$ cat src/rtl/pi1_arbiter_pkg.sv
// Shared pi1 op encodings, arbiter FSM states and width helpers.
// The op constants match the ones the pu core drives.
package pi1_arbiter_pkg;

  localparam logic [1:0] MEMNOOP        = 2'b00;
  localparam logic [1:0] MEMWRITEOP     = 2'b01;
  localparam logic [1:0] MEMREADOP      = 2'b10;
  localparam logic [1:0] MEMREADWRITEOP = 2'b11;

  typedef enum logic {
    IDLE = 1'b0,
    BUSY = 1'b1
  } state_t;

  function automatic int clog2(input int v);
    int r;
    r = 0;
    while ((1 << r) < v) r = r + 1;
    return r;
  endfunction

  // An index into a set of masters always needs at least one bit.
  function automatic int selbits(input int n);
    return (clog2(n) < 1) ? 1 : clog2(n);
  endfunction

endpackage

$ cat src/rtl/pi1_arbiter_if.sv
// pi1 bundle between the cores, the arbiter and the downstream slave.
// Signal names are as seen from the arbiter; modport slave is the arbiter side.
interface pi1_arbiter_if #(
  parameter int MASTERCOUNT = 2,
  parameter int ARCHBITSZ   = 32
);
  import pi1_arbiter_pkg::*;

  localparam int ADDRBITSZ = ARCHBITSZ - clog2(ARCHBITSZ / 8);
  localparam int SELBITSZ  = ARCHBITSZ / 8;

  logic [2*MASTERCOUNT-1:0]         m_pi1_op_i;
  logic [ADDRBITSZ*MASTERCOUNT-1:0] m_pi1_addr_i;
  logic [ARCHBITSZ*MASTERCOUNT-1:0] m_pi1_data_i;
  logic [SELBITSZ*MASTERCOUNT-1:0]  m_pi1_sel_i;
  logic [ARCHBITSZ-1:0]             m_pi1_data_o;
  logic [MASTERCOUNT-1:0]           m_pi1_rdy_o;
  logic [1:0]                       s_pi1_op_o;
  logic [ADDRBITSZ-1:0]             s_pi1_addr_o;
  logic [ARCHBITSZ-1:0]             s_pi1_data_o;
  logic [SELBITSZ-1:0]              s_pi1_sel_o;
  logic [ARCHBITSZ-1:0]             s_pi1_data_i;
  logic                             s_pi1_rdy_i;

  modport slave (
    input  m_pi1_op_i, m_pi1_addr_i, m_pi1_data_i, m_pi1_sel_i,
    input  s_pi1_data_i, s_pi1_rdy_i,
    output m_pi1_data_o, m_pi1_rdy_o,
    output s_pi1_op_o, s_pi1_addr_o, s_pi1_data_o, s_pi1_sel_o
  );

  modport master (
    output m_pi1_op_i, m_pi1_addr_i, m_pi1_data_i, m_pi1_sel_i,
    output s_pi1_data_i, s_pi1_rdy_i,
    input  m_pi1_data_o, m_pi1_rdy_o,
    input  s_pi1_op_o, s_pi1_addr_o, s_pi1_data_o, s_pi1_sel_o
  );

endinterface

$ cat src/rtl/pi1_arbiter_rr_pick.sv
// Combinational rotating-priority picker: first requester after last_i, with wrap.
// vld_o is low when no requester is present; idx_o is then 0.
module pi1_arbiter_rr_pick #(
  parameter int N = 2,
  parameter int W = 1
) (
  input  logic [N-1:0] req_i,
  input  logic [W-1:0] last_i,
  output logic [W-1:0] idx_o,
  output logic         vld_o
);

  logic [W:0]   sum;
  logic [W-1:0] pos;

  // Walk from the farthest position back to the nearest so the nearest requester wins.
  always_comb begin
    idx_o = '0;
    vld_o = 1'b0;
    sum   = '0;
    pos   = '0;
    for (int k = N; k >= 1; k--) begin
      sum = {1'b0, last_i} + (W+1)'(k);
      if (sum >= (W+1)'(N)) sum = sum - (W+1)'(N);
      pos = sum[W-1:0];
      if (req_i[pos]) begin
        idx_o = pos;
        vld_o = 1'b1;
      end
    end
  end

endmodule

$ cat src/rtl/pi1_arbiter.sv
// Round-robin arbiter sharing one pi1 slave between MASTERCOUNT masters, one transaction in flight.
// Requests forward combinationally in IDLE; the owner keeps the bus until its completion cycle.
module pi1_arbiter
  import pi1_arbiter_pkg::*;
#(
  parameter int  MASTERCOUNT = 2,
  parameter int  ARCHBITSZ   = 32,
  localparam int MSELBITSZ   = selbits(MASTERCOUNT),
  localparam int ADDRBITSZ   = ARCHBITSZ - clog2(ARCHBITSZ / 8),
  localparam int SELBITSZ    = ARCHBITSZ / 8
) (
  input  logic                 clk_i,
  input  logic                 rst_i,
  pi1_arbiter_if.slave         bus,
  output logic [MSELBITSZ-1:0] gnt_o
);

  state_t                 state_q, state_d;
  logic [MSELBITSZ-1:0]   owner_q, owner_d;
  logic [MSELBITSZ-1:0]   last_q, last_d;
  logic [MASTERCOUNT-1:0] req;
  logic [MSELBITSZ-1:0]   cand_idx;
  logic                   cand_vld;
  logic [MSELBITSZ-1:0]   mux_idx;

  always_comb begin
    req = '0;
    for (int i = 0; i < MASTERCOUNT; i++) begin
      req[i] = (bus.m_pi1_op_i[2*i +: 2] != MEMNOOP);
    end
  end

  pi1_arbiter_rr_pick #(
    .N (MASTERCOUNT),
    .W (MSELBITSZ)
  ) u_pick (
    .req_i  (req),
    .last_i (last_q),
    .idx_o  (cand_idx),
    .vld_o  (cand_vld)
  );

  assign mux_idx = (state_q == BUSY) ? owner_q : cand_idx;

  // s_pi1_op_o depends only on state and master ops, never on s_pi1_rdy_i.
  always_comb begin
    bus.s_pi1_op_o   = MEMNOOP;
    bus.m_pi1_rdy_o  = '0;
    bus.s_pi1_addr_o = bus.m_pi1_addr_i[int'(mux_idx)*ADDRBITSZ +: ADDRBITSZ];
    bus.s_pi1_data_o = bus.m_pi1_data_i[int'(mux_idx)*ARCHBITSZ +: ARCHBITSZ];
    bus.s_pi1_sel_o  = bus.m_pi1_sel_i[int'(mux_idx)*SELBITSZ +: SELBITSZ];
    bus.m_pi1_data_o = bus.s_pi1_data_i;
    if (!rst_i) begin
      if (state_q == BUSY) begin
        bus.m_pi1_rdy_o[owner_q] = bus.s_pi1_rdy_i;
      end else if (cand_vld) begin
        bus.s_pi1_op_o            = bus.m_pi1_op_i[2*int'(cand_idx) +: 2];
        bus.m_pi1_rdy_o[cand_idx] = bus.s_pi1_rdy_i;
      end
    end
  end

  always_comb begin
    if (state_q == BUSY)  gnt_o = owner_q;
    else if (cand_vld)    gnt_o = cand_idx;
    else                  gnt_o = last_q;
  end

  always_comb begin
    state_d = state_q;
    owner_d = owner_q;
    last_d  = last_q;
    case (state_q)
      IDLE: begin
        if (bus.s_pi1_rdy_i && cand_vld) begin
          owner_d = cand_idx;
          last_d  = cand_idx;
          state_d = BUSY;
        end
      end
      BUSY: begin
        if (bus.s_pi1_rdy_i) state_d = IDLE;
      end
      default: state_d = IDLE;
    endcase
  end

  // last resets to the top index so master 0 holds first priority.
  always_ff @(posedge clk_i) begin
    if (rst_i) begin
      state_q <= IDLE;
      owner_q <= '0;
      last_q  <= MSELBITSZ'(MASTERCOUNT - 1);
    end else begin
      state_q <= state_d;
      owner_q <= owner_d;
      last_q  <= last_d;
    end
  end

endmodule

$ cat src/flat_wrapper.sv
// flat-port wrapper written by rule: the top's interface ports become plain ports
module pi1_arbiter_flat import pi1_arbiter_pkg::*;
#(
  parameter int  MASTERCOUNT = 2,
  parameter int  ARCHBITSZ   = 32,
  localparam int MSELBITSZ   = selbits(MASTERCOUNT),
  localparam int ADDRBITSZ   = ARCHBITSZ - clog2(ARCHBITSZ / 8),
  localparam int SELBITSZ    = ARCHBITSZ / 8
)
  (clk_i, rst_i, gnt_o, bus_m_pi1_op_i, bus_m_pi1_addr_i, bus_m_pi1_data_i, bus_m_pi1_sel_i, bus_s_pi1_data_i, bus_s_pi1_rdy_i, bus_m_pi1_data_o, bus_m_pi1_rdy_o, bus_s_pi1_op_o, bus_s_pi1_addr_o, bus_s_pi1_data_o, bus_s_pi1_sel_o);
  pi1_arbiter_if #(.MASTERCOUNT(MASTERCOUNT), .ARCHBITSZ(ARCHBITSZ)) bus_i ();
  input  logic clk_i;
  input  logic rst_i;
  output logic [MSELBITSZ-1:0] gnt_o;
  input wire logic [$bits(bus_i.m_pi1_op_i)-1:0] bus_m_pi1_op_i;
  input wire logic [$bits(bus_i.m_pi1_addr_i)-1:0] bus_m_pi1_addr_i;
  input wire logic [$bits(bus_i.m_pi1_data_i)-1:0] bus_m_pi1_data_i;
  input wire logic [$bits(bus_i.m_pi1_sel_i)-1:0] bus_m_pi1_sel_i;
  input wire logic [$bits(bus_i.s_pi1_data_i)-1:0] bus_s_pi1_data_i;
  input wire logic [$bits(bus_i.s_pi1_rdy_i)-1:0] bus_s_pi1_rdy_i;
  output wire logic [$bits(bus_i.m_pi1_data_o)-1:0] bus_m_pi1_data_o;
  output wire logic [$bits(bus_i.m_pi1_rdy_o)-1:0] bus_m_pi1_rdy_o;
  output wire logic [$bits(bus_i.s_pi1_op_o)-1:0] bus_s_pi1_op_o;
  output wire logic [$bits(bus_i.s_pi1_addr_o)-1:0] bus_s_pi1_addr_o;
  output wire logic [$bits(bus_i.s_pi1_data_o)-1:0] bus_s_pi1_data_o;
  output wire logic [$bits(bus_i.s_pi1_sel_o)-1:0] bus_s_pi1_sel_o;
  assign bus_i.m_pi1_op_i = bus_m_pi1_op_i;
  assign bus_i.m_pi1_addr_i = bus_m_pi1_addr_i;
  assign bus_i.m_pi1_data_i = bus_m_pi1_data_i;
  assign bus_i.m_pi1_sel_i = bus_m_pi1_sel_i;
  assign bus_i.s_pi1_data_i = bus_s_pi1_data_i;
  assign bus_i.s_pi1_rdy_i = bus_s_pi1_rdy_i;
  assign bus_m_pi1_data_o = bus_i.m_pi1_data_o;
  assign bus_m_pi1_rdy_o = bus_i.m_pi1_rdy_o;
  assign bus_s_pi1_op_o = bus_i.s_pi1_op_o;
  assign bus_s_pi1_addr_o = bus_i.s_pi1_addr_o;
  assign bus_s_pi1_data_o = bus_i.s_pi1_data_o;
  assign bus_s_pi1_sel_o = bus_i.s_pi1_sel_o;
  pi1_arbiter #(.MASTERCOUNT(MASTERCOUNT), .ARCHBITSZ(ARCHBITSZ)) u_core (.clk_i(clk_i), .rst_i(rst_i), .bus(bus_i), .gnt_o(gnt_o));
endmodule
$ cat config.mk
export PLATFORM = sky130hd
export DESIGN_NAME = pi1_arbiter_flat
export DESIGN_NICKNAME = d
export VERILOG_FILES = /design/src/rtl/pi1_arbiter_pkg.sv /design/src/rtl/pi1_arbiter_if.sv /design/src/rtl/pi1_arbiter_rr_pick.sv /design/src/rtl/pi1_arbiter.sv /design/src/flat_wrapper.sv
export SDC_FILE = /design/constraint.sdc
export NUM_CORES = 1
export LEC_CHECK = 0
export CORE_AREA = 8 8 99 101
export DETAILED_ROUTE_END_ITERATION = 7
export DIE_AREA = 0 0 107 109
export PLACE_DENSITY = 0.82
export SYNTH_ARGS = -nofsm -noshare
export SYNTH_HDL_FRONTEND = slang
export SYNTH_SLANG_ARGS = --single-unit
$ cat constraint.sdc
create_clock -name clk_i -period 5.7 [get_ports clk_i]
set_clock_uncertainty 0.15 [all_clocks]
set_input_delay 1.14 -clock clk_i [delete_from_list [all_inputs] [get_ports clk_i]]
set_output_delay 1.14 -clock clk_i [all_outputs]
set_load 0.05 [all_outputs]
======== Word-level counts from Yosys, hierarchy flattened ========
Index checks and enable logic that the tools add are counted.
cells by class
  add/sub/neg operators ................... 4
  $mul .................................... 1
  order comparisons ....................... 8
  shifts and indexed selects .............. 4
  multiplexer cells ....................... 26
  bitwise gates (word level) .............. 3
  reduce and logical (&&, ||, !) cells .... 6
operators with widths
  operator                                                                      number
  64-bit by 7-bit variable part select with 32-bit output                       1
  60-bit by 32-bit variable part select with 30-bit output                      1
  1-bit 2-to-1 mux                                                              17
  2-bit 2-to-1 mux                                                              6
  1-bit by 2-bit less-than comparator with 1-bit output, second input constant  4
  8-bit by 4-bit variable part select with 4-bit output                         1
  1-bit by 4-bit multiplier with 5-bit output, second input constant            1
  2-bit bitwise AND                                                             2
  2-bit >= comparator, second input constant                                    2
  2-bit nonzero test                                                            2
  4-bit by 3-bit variable part select with 2-bit output                         1
  1-bit logical AND                                                             3
  1-bit by 1-bit adder with 2-bit output, second input constant                 1
  1-bit by 2-bit adder with 2-bit output, second input constant                 1
  1-bit demux with 1-bit select                                                 2
  1-bit >= comparator, second input constant                                    2
  1-bit one-hot mux with 2 select lines                                         1
  2-bit AND reduction                                                           1
  1-bit subtractor, second input constant                                       2
  1-bit inverter                                                                1
storage, ports and cells
  register bits ........................... 3
  bits of input ports ..................... 171
  output and inout port bits .............. 103

======== Logic depth before layout (Yosys ltp) ========
  word-level depth ........................ 15
  mapped depth ............................ 5
  mapped depth without buffers ............ 3

======== Cells and area by module ========
A second synthesis with hierarchy kept.
second synthesis, totals
  cells, all modules ...................... 138
  area, all modules ....................... 1,514.0 µm²
by module, submodules not included
  module               instances  cells an instance  area each (µm²)
  pi1_arbiter          1          136                1,500.2
  pi1_arbiter_rr_pick  1          2                  13.8

======== Least setup slack after synthesis ========
OpenSTA, ideal clock, no wires.
  kind .................................... input-to-output
  start point ............................. input port bus_m_pi1_op_i[2]
  end point ............................... output port bus_m_pi1_rdy_o[0]
  arrival time ............................ 2,866 ps
  slack ................................... 1,544 ps
  stages on the path ...................... 5
  buffers on the path ..................... 2
  cell sequence ........................... nor2_1 o31ai_4 buf_4 buf_6 a2111oi_2
between the ends
  cells in the longest elaborated chain, start to end .. 13
  elaborated cells between the ends (all ways) .. 18
  those cells by class .................... order compare (2); mux (13); bitwise (1); reduce/logical (2)
RTL lines
  what                                                                                                                line                       source
  start: declaration                                                                                                  flat_wrapper.sv:15         input wire logic [$bits(bus_i.m_pi1_op_i)-1:0] bus_m_pi1_op_i;
  2-bit nonzero test (*)                                                                                              pi1_arbiter.sv:29          req[i] = (bus.m_pi1_op_i[2*i +: 2] != MEMNOOP);
  1-bit 2-to-1 mux (implied by the code) (2 in a row)                                                                 pi1_arbiter_rr_pick.sv:26  if (req_i[pos]) begin
  1-bit 2-to-1 mux (2 in a row)                                                                                       pi1_arbiter_rr_pick.sv:26
  1-bit by 2-bit less-than comparator with 1-bit output (implied by the code) or 1-bit >= comparator (tied branches)  pi1_arbiter.sv:58          bus.m_pi1_rdy_o[cand_idx] = bus.s_pi1_rdy_i;
  1-bit logical AND (implied by the code)                                                                             pi1_arbiter.sv:58
  1-bit 2-to-1 mux (implied by the code)                                                                              pi1_arbiter.sv:58
  1-bit demux with 1-bit select                                                                                       -
  2-bit bitwise AND (no source line)                                                                                  -
  2-bit 2-to-1 mux (*)                                                                                                pi1_arbiter.sv:56          end else if (cand_vld) begin
  2-bit 2-to-1 mux (*)                                                                                                pi1_arbiter.sv:54          if (state_q == BUSY) begin
  2-bit 2-to-1 mux (*)                                                                                                pi1_arbiter.sv:53          if (!rst_i) begin
  end: declaration                                                                                                    flat_wrapper.sv:22         output wire logic [$bits(bus_i.m_pi1_rdy_o)-1:0] bus_m_pi1_rdy_o;
Every way passes the cells marked *; elsewhere a longest branch is shown, timed or not. The select of a mux whose other input is x is not followed.

======== Worst setup path after layout ========
  start point ............................. input port bus_m_pi1_op_i[0]
  end point ............................... output port bus_s_pi1_addr_o[2]
between the ends
  cells in the longest elaborated chain, start to end .. 8
  elaborated cells between the ends (all ways) .. 10
  those cells by class .................... mul (1); shift (1); mux (7); reduce/logical (1)
RTL lines
  what                                                          line                       source
  2-bit nonzero test (*)                                        pi1_arbiter.sv:29
  1-bit 2-to-1 mux (implied by the code) (2 in a row)           pi1_arbiter_rr_pick.sv:26
  1-bit 2-to-1 mux                                              pi1_arbiter_rr_pick.sv:26
  1-bit 2-to-1 mux (*)                                          pi1_arbiter_rr_pick.sv:26
  1-bit 2-to-1 mux (*)                                          pi1_arbiter.sv:43          assign mux_idx = (state_q == BUSY) ? owner_q : cand_idx;
  1-bit by 4-bit multiplier with 5-bit output (*)               pi1_arbiter.sv:49          bus.s_pi1_addr_o = bus.m_pi1_addr_i[int'(mux_idx)*ADDRBITSZ +: ADDRBITSZ];
  60-bit by 32-bit variable part select with 30-bit output (*)  pi1_arbiter.sv:49
  end: declaration                                              flat_wrapper.sv:24         output wire logic [$bits(bus_i.s_pi1_addr_o)-1:0] bus_s_pi1_addr_o;
Marked as above.

==> qor.yml <==
outcome:
  outcome: "complete, no violations"
placed_design:
  portBuffers: 209
  place_area_mm2: 0.00323
  gp_congestion: 0.760
  place_hpwl_um: 6820
  pre_cts_slack_ns: 0.704
finish:
  syn_to_final_growth_pct: 158
  final_util: 0.390
  layout_commonest_cell: "clkdlybuf4s50_1"
  fin_nets: 484
  mostFrequentLayoutCells: "clkdlybuf4s50_1 (209), mux2_2 (59), mux2_1 (7), nand2_1 (4)"
  n_antenna_cell: 0
  final_area_mm2: 0.00327
  layout-drive-gt1-share: 0.215
  fillCellCount: 818
drt:
  post-route-drc-count: 0
  dr.pass1.iters: 4
  wirelength_um: 7700
  avgViaCountPerCell: 4.11
  vias: 1727
  drtIter0Drc: 61
  final_antenna_net_count: 0
  wire_per_inst_um: 18.3
critical_path:
  cp_data_arrival_time_ns: 3.71
  worstPathRequired_ns: 4.41
  crit_type: "input pin to output pin"
  crit_fanout: 36
  startpoint_type: "input pin"
  endpoint_kind: "output pin"
die:
  core_area_mm2: 0.00838
  rows: 34
  initial_utilization: 0.151
  die_area_mm2: 0.0117
  ios: 274
  fp.dieH_um: 109
  die_w_um: 107
timing:
  drv_slew: 0
  rsz0062_at_grt: "false"
  fin_crit_ns: 5.00
  relSlewSlack: 0.633
  max_freq_mhz: 200
  hold_violations: 0
  fin_ws_ns: 0.702
  worst_pin_slew_ns: 0.549
  finalSetupViolCount: 0
  fin_setup_tns_ns: 0
  post-route-period-util: 0.877
power:
  peakVddDrop_v: 0.000108
  p_total_w: 0.000594
  p_per_area_mw_per_mm2: 181
  power.leakage_nw: 1.19
logic_synthesis:
  synthAdderAreaFrac: 0
  synth.largest_area_cell: "mux2_2"
  synth-compound-area-share: 0.0750
  synth_xor_area_frac: 0
  ys_ff_latch: 3
  yosysTopAreaCellShare: 0.524
  synth_seq_area_share: 0.0473
  synthMuxAreaShare: 0.586
  ys_warn_count: 0
  synth.area.top_cells: "mux2_2 (52%), buf_4 (20%), mux2_1 (6.2%), dfxtp_1 (4.7%), buf_2 (2.0%)"
  synth_area_per_cell_um2: 9.33
  yosys.area_share.simple: 0.0592
  synth_top_family_by_area: "multiplexers"
  netlist_area_mm2: 0.00127
  synth.distinct_cells: 23
  netlist_instances: 136
  syn_nets: 307
run:
  max_cap_viol_count: 0
clock_network:
  ctsResizeCount: 0
  cts_hold_buf: 0
  cts_made_buffers: 3
  clock_sinks: 3
  cts_tree: "done"
  h-tree-depth: 1
  clockBufferDepth: 2
  cts-root-buf: "clkbuf_8"
  clkTransAtPathRegs_ns: 0.03
  clk_latency_ns: 0.22
  post_cts_buffers: 0
grt:
  grt_pass1_vias: 1949
  grt_pass1_wl_um: 11100
  grt_use_total: 0.121
  gr-total-overflow: 0
  antenna_found_initial: 0
  grt_max_degree: 37
min_path:
  hold_path_class: "flip-flop to flip-flop"
-- stage by stage --
step                      hold WS, ns  instances
after detailed placement        0.411        416
after global routing            0.443        420
final                           0.415        420
after global placement          0.399        416
after floorplan                 0.366        136
after CTS                       0.413        420
-- worst paths after layout --
kind              cells past startpoint                 startpoint  slack (ns)                    endpoint
setup / recovery                      6          bus_m_pi1_op_i[0]        0.70         bus_s_pi1_addr_o[2]
hold / removal                        2  u_core.state_q$_SDFF_PP0_        0.42   u_core.state_q$_SDFF_PP0_
setup reg to reg                      2  u_core.state_q$_SDFF_PP0_        4.31  u_core.last_q$_SDFFE_PP1P_
hold reg to reg                       2  u_core.state_q$_SDFF_PP0_        0.42   u_core.state_q$_SDFF_PP0_
-- power by group --
group	switching (W)	internal, W
Sequential	0.00000258	0.0000229
Clock	0.0000145	0.0000477
Combinational	0.000276	0.000230
-- Yosys cell counts (all sizes together) --
cell / count
nor3: 2
nor3b: 1
nor4: 1
a221o: 1
a31o: 1
or3: 2
a2111oi: 1
inv: 3
nor2b: 1
nor2: 3
dfxtp: 3
a211oi: 1
a21oi: 3
o21a: 1
buf: 39
o31ai: 1
nand2: 4
and3: 1
a32o: 1
mux2: 66
-- layer usage --
layer  part of all wire  track usage  wire, um
met3               0.14       0.0621      1050
met5                  0            0         0
met1               0.34        0.123      2590
met2               0.52        0.215      4000
met4             0.0088       0.0322        68
-- critical path, stage by stage --
cell and delay, ns:
clkdlybuf4s50_1 0.48, o21a_1 0.25, o31ai_4 0.24, buf_4 0.43
mux2_2 0.40, clkdlybuf4s50_1 0.72
-- cell families (layout without fill, tap and decap cells) --
kind of cell,after synthesis,in the layout
AO/OA/AOI/OAI,10,10
flip-flops,3,3
multiplexers,66,66
AND/OR/NAND/NOR,15,15
buffers and inverters,42,218
-- registers in the layout (all words and copies together) (netlist names) --
| register | count |
|---|---|
| u_core.last_q | 1 |
| u_core.owner_q | 1 |
| u_core.state_q | 1 |
-- final cells by class --
class / count / area [um^2] / area share
Inverter: 3 / 11.3 / 0.00344
Clock buffer: 4 / 45.0 / 0.0138
Tap cell: 108 / 135 / 0.0413
Sequential cell: 3 / 60.1 / 0.0184
Multi-Input combinational cell: 91 / 913 / 0.279
Timing Repair Buffer: 211 / 2110 / 0.644
Note: power is estimated with default switching activity, not from simulation.
